==> config.mk <==
export PLATFORM = sky130hd
export DESIGN_NAME = interrupt_matrix_ctrl
export DESIGN_NICKNAME = d
export VERILOG_FILES = /design/src/rtl/interrupt_matrix_ctrl.sv
export SDC_FILE = /design/constraint.sdc
export NUM_CORES = 1
export LEC_CHECK = 0
export ABC_AREA = 1
export BUFFER_PORTS_ARGS = -buffer_cell sky130_fd_sc_hd__clkbuf_2
export CAP_MARGIN = 40
export CORE_MARGIN = 2
export CORE_UTILIZATION = 49
export DETAILED_ROUTE_END_ITERATION = 6
export PLACE_DENSITY = 0.78
export SLEW_MARGIN = 20
export SYNTH_ARGS = -nofsm -noshare
export SYNTH_HDL_FRONTEND = slang
export SYNTH_SLANG_ARGS = --single-unit
==> constraint.sdc <==
create_clock -name clk -period 1.8 [get_ports clk]
set_input_delay 0.27 -clock clk [delete_from_list [all_inputs] [get_ports clk]]
set_output_delay 0.27 -clock clk [all_outputs]
set_load 0.02 [all_outputs]
==> src/rtl/interrupt_matrix_ctrl.sv <==
// Interrupt router: sticky pending flags with level/edge capture, per-output enable
// matrix, registered interrupt lines, one-cycle pulses and saturating event counters.
module interrupt_matrix_ctrl #(
  parameter int unsigned N_SRC = 8,
  parameter int unsigned N_OUT = 2,
  parameter int unsigned CNT_W = 16
) (
  input  logic                     clk,
  input  logic                     rst,
  input  logic [N_SRC-1:0]         src_in,
  input  logic [N_SRC-1:0]         mode,
  input  logic [N_OUT*N_SRC-1:0]   matrix,
  input  logic                     clr_valid,
  input  logic [N_SRC-1:0]         clr_mask,
  input  logic [N_OUT-1:0]         cnt_clr,
  output logic [N_SRC-1:0]         pending,
  output logic [N_OUT-1:0]         irq_out,
  output logic [N_OUT-1:0]         irq_pulse,
  output logic [N_OUT*CNT_W-1:0]   irq_cnt
);

  localparam logic [CNT_W-1:0] CntMax = '1;
  localparam logic [CNT_W-1:0] CntOne = CNT_W'(1);

  logic [N_SRC-1:0]       src_q, src_d;
  logic [N_SRC-1:0]       pending_q, pending_d;
  logic [N_OUT-1:0]       irq_out_q, irq_out_d;
  logic [N_OUT-1:0]       irq_pulse_q, irq_pulse_d;
  logic [N_OUT*CNT_W-1:0] cnt_q, cnt_d;

  logic [N_SRC-1:0] set_s;
  logic [N_SRC-1:0] clr_s;

  always_comb begin
    src_d = src_in;
    // Edge mode suppresses a set while the previous sample was already high.
    set_s = src_in & ~(mode & src_q);
    clr_s = {N_SRC{clr_valid}} & clr_mask;
    pending_d = set_s | (pending_q & ~clr_s);
  end

  always_comb begin
    irq_out_d   = '0;
    irq_pulse_d = '0;
    cnt_d       = cnt_q;
    for (int unsigned o = 0; o < N_OUT; o++) begin
      irq_out_d[o]   = |(pending_q & matrix[o*N_SRC +: N_SRC]);
      irq_pulse_d[o] = irq_out_d[o] & ~irq_out_q[o];
      if (cnt_clr[o]) begin
        cnt_d[o*CNT_W +: CNT_W] = '0;
      end else if (irq_pulse_d[o] && (cnt_q[o*CNT_W +: CNT_W] != CntMax)) begin
        cnt_d[o*CNT_W +: CNT_W] = cnt_q[o*CNT_W +: CNT_W] + CntOne;
      end
    end
  end

  always_ff @(posedge clk) begin
    if (rst) begin
      src_q       <= '0;
      pending_q   <= '0;
      irq_out_q   <= '0;
      irq_pulse_q <= '0;
      cnt_q       <= '0;
    end else begin
      src_q       <= src_d;
      pending_q   <= pending_d;
      irq_out_q   <= irq_out_d;
      irq_pulse_q <= irq_pulse_d;
      cnt_q       <= cnt_d;
    end
  end

  assign pending   = pending_q;
  assign irq_out   = irq_out_q;
  assign irq_pulse = irq_pulse_q;
  assign irq_cnt   = cnt_q;

endmodule

==> flow_summary.yaml <==
run_status:
  status: "completed"
power:
  combPwrFrac_pct: 19.5
  leakage_nw: 1.62
  power_switching_mw: 0.752
  power.share.sequential_pct: 52.2
  vdd.ir_drop.worst_mv: 0.373
  power.density_cell_area_nw_per_um2: 737
  power_switching_share_pct: 30.7
  power.share.clock_pct: 28.2
  cellInternalPower_mw: 1.70
logic_synthesis:
  synthTopCellsByArea: "dfxtp_1, nand2_1, nor2_1"
  netlist_area_um2: 2730
  post_synth_num_cell_types: 25
  synth_seq_cells: 52
  synthesis.area_per_instance_um2: 6.63
  netlist.area_leader.share_pct: 38.2
  synthCells: 411
  synthesis.yosys.warnings: 0
  synth_largest_area_cell: "dfxtp_1"
  proportion_of_synthesized_chip_area_in_sequential_cells_pct: 38.2
  syn-num-nets: 458
critical_path:
  start_kind: "register"
  worst_path_largest_cell_delay_ns: 0.35
  worstSetupPathType: "reg2reg"
  path_delay_family: "simple AND/OR/NAND/NOR gates"
  critical_path.cell_chain: "ha_1 -> nand3_2 -> inv_1 -> nand2_1 -> nor2_2 -> nor2_4 -> nand2_1 -> nor2_1 -> nor2_1"
  critical_path_buf_inv_count: 1
  data_required_critical_path_ns: 2.01
  cpMaxStageDelayCell: "dfxtp_1"
  critPathCaptureType: "register"
  arrival_time_at_the_worst_endpoint_ns: 1.83
  worstPathMaxFanout: 17
sta:
  postLayoutSetupSlackWorst_ns: 0.180
  report.final.setup_viol: 0
  period_share_pct: 90.0
  finalWorstPathRequiredPeriod_ns: 1.62
  rsz_0062_raised_after_global_routing: "false"
  slew-limit-headroom_pct: 73.3
  fmaxAchievable_ghz: 0.617
  clock_skews_ns: 0.00763
  fin_tns_setup_ns: 0
  actual_transition_at_the_worst_max_transition_pin_ns: 0.400
  timing.final.hold_violations: 0
  final_max_tran_viols: 0
floorplan:
  fp.coreArea_um2: 5440
  dieHeight_um: 78.6
  floorplan.rows: 27
  initial_utilization_pct: 50.1
  die-width_um: 78.6
  die_area_um2: 6180
  count_of_boundary_i_o_pins: 89
global_route:
  antenna_found_initial: 0
  tot_gr_track_use_pct: 22.3
  first_global_vias: 2655
  grt_pass1_wl_um: 11200
  grt_remaining_overflow: 0
  grt_start_max_net_pins: 18
hold_path:
  worst_min_path_class: "in2reg"
routing:
  drt_first_pass_iters: 4
  routed-via-count: 2853
  routed_wirelength_um: 6430
  first_iter_violations: 164
  postRouteAntennaNets: 0
  route.detailed.drc: 0
  drt-vias-per-instance: 4.94
  post_detailed_route_wirelength_per_cell_um: 11.2
placed_design:
  buffer_ports.inserted: 88
  final_weighted_congestion_in_routability_driven_placement: 0.878
  dp_worst_slack_ns: 0.192
  place.detailed.hpwl_um: 4890
clock_network:
  path_clk_slew_ns: 0.10
  post_cts_resize_count: 0
  cts.repair_timing.setup_buffer_count: 0
  ctsHoldBuffers: 0
  cts-root-to-sink-buffers: 2
  clock_sink_count: 52
  cts_made_buffers: 5
  clk-insertion-delay-late_ns: 0.31
  clk_root_buffer_cell: "clkbuf_8"
  cts_htree_levels: 2
  cts_tree: "built"
final_layout:
  post_route_cells_drive_above_1_share_pct: 24.2
  area_delta_synth_final_pct: 22.0
  design.final.nets: 551
  antenna_diodes: 0
job:
  max_cap_viol_count: 0
[placed cells by master, fill, tap and decap left out, drive strengths merged]
master,count
nand3b,1
o21ai,19
nor2,84
a32o,8
nand2,142
xor2,8
ha,2
nand3,16
nand4,5
a21oi,16
clkinv,2
buf,5
dfxtp,52
nor3,1
inv,41
o21bai,2
clkbuf,94
xnor2,7
[metal layers]
layer	track usage, %	wire length (µm)	vias to the layer above
met5	0	0	-
met4	7.89	104	0
met3	4.83	380	11
met2	40.8	3210	80
met1	25.4	2740	1295
li1	-	-	1467
[through the flow]
stage	area, µm²	utilization, %	hold slack, ns	power (mW)	cells
floorplan	2730	-	0.352	1.63	411
global placement	3230	59.5	0.463	1.78	569
detailed placement	3230	59.5	0.467	1.79	569
CTS	3330	61.2	0.146	2.47	577
global route	3330	61.2	0.144	2.59	577
finish	3330	61.2	0.150	2.45	577
[registers in the layout, summed over array words and instances, names as in the netlist]
register,count
irq_cnt,32
irq_out,2
irq_pulse,2
pending,8
src_q,8
[cell families (layout without fill, tap and decap cells)]
group,Yosys count,after routing,share of synthesized area [%]
AND/OR/NAND/NOR,249,249,38.3
flip-flops,52,52,38.2
buffers and inverters,48,142,7.85
AO/OA/AOI/OAI,45,45,9.91
XOR/XNOR,15,15,4.82
adder cells (fa/ha/maj),2,2,0.918
[final timing paths]
check                                 start          end  slack, ns  cells after the start
worst max-delay path            irq_cnt[16]  irq_cnt[31]       0.18                      9
worst min-delay path              src_in[5]     src_q[5]       0.15                      3
worst max register to register  irq_cnt[16]  irq_cnt[31]       0.18                      9
worst min register to register     src_q[0]   pending[0]       0.49                      2
[synth_stat cells]
library cell    n
nand3b_1        1
o21bai_1        2
nand3_4         1
ha_1            2
nand2_1       136
nor3_1          1
nand2_4         1
nand4_1         5
buf_8           1
nor2_1         74
inv_1          39
nor2_2          9
dfxtp_1        52
nor2_4          1
o21ai_0        19
xor2_1          8
a32o_1          8
nand2_2         5
buf_6           3
nand3_1        13
a21oi_1        16
clkbuf_1        3
inv_2           2
xnor2_1         7
nand3_2         2
[power groups by stage]
stage / clock [mW] / combinational, mW / sequential (mW)
3_3_place_gp: 0 / 0.472 / 1.30
5_1_grt: 0.759 / 0.537 / 1.29
6_report: 0.692 / 0.479 / 1.28
2_1_floorplan: 0 / 0.273 / 1.36
3_5_place_dp: 0 / 0.482 / 1.31
4_1_cts: 0.707 / 0.483 / 1.28
[cell type report]
type	count	area, µm²
fillers	543	2110
multi-input cells	311	1470
flip-flops and latches	52	1040
repair buffers	93	478
inverters	41	154
well taps	72	90.1
clock buffers	6	82.6
clock inverters	2	10.0
[worst reg2reg max path: stages (launching register included)]
cell and delay [ns]:
dfxtp_1 0.35, ha_1 0.24, nand3_2 0.12, inv_1 0.05, nand2_1 0.11, nor2_2 0.07
nor2_4 0.35, nand2_1 0.09, nor2_1 0.10, nor2_1 0.04
No activity file was read; power rests on OpenSTA's default activity.
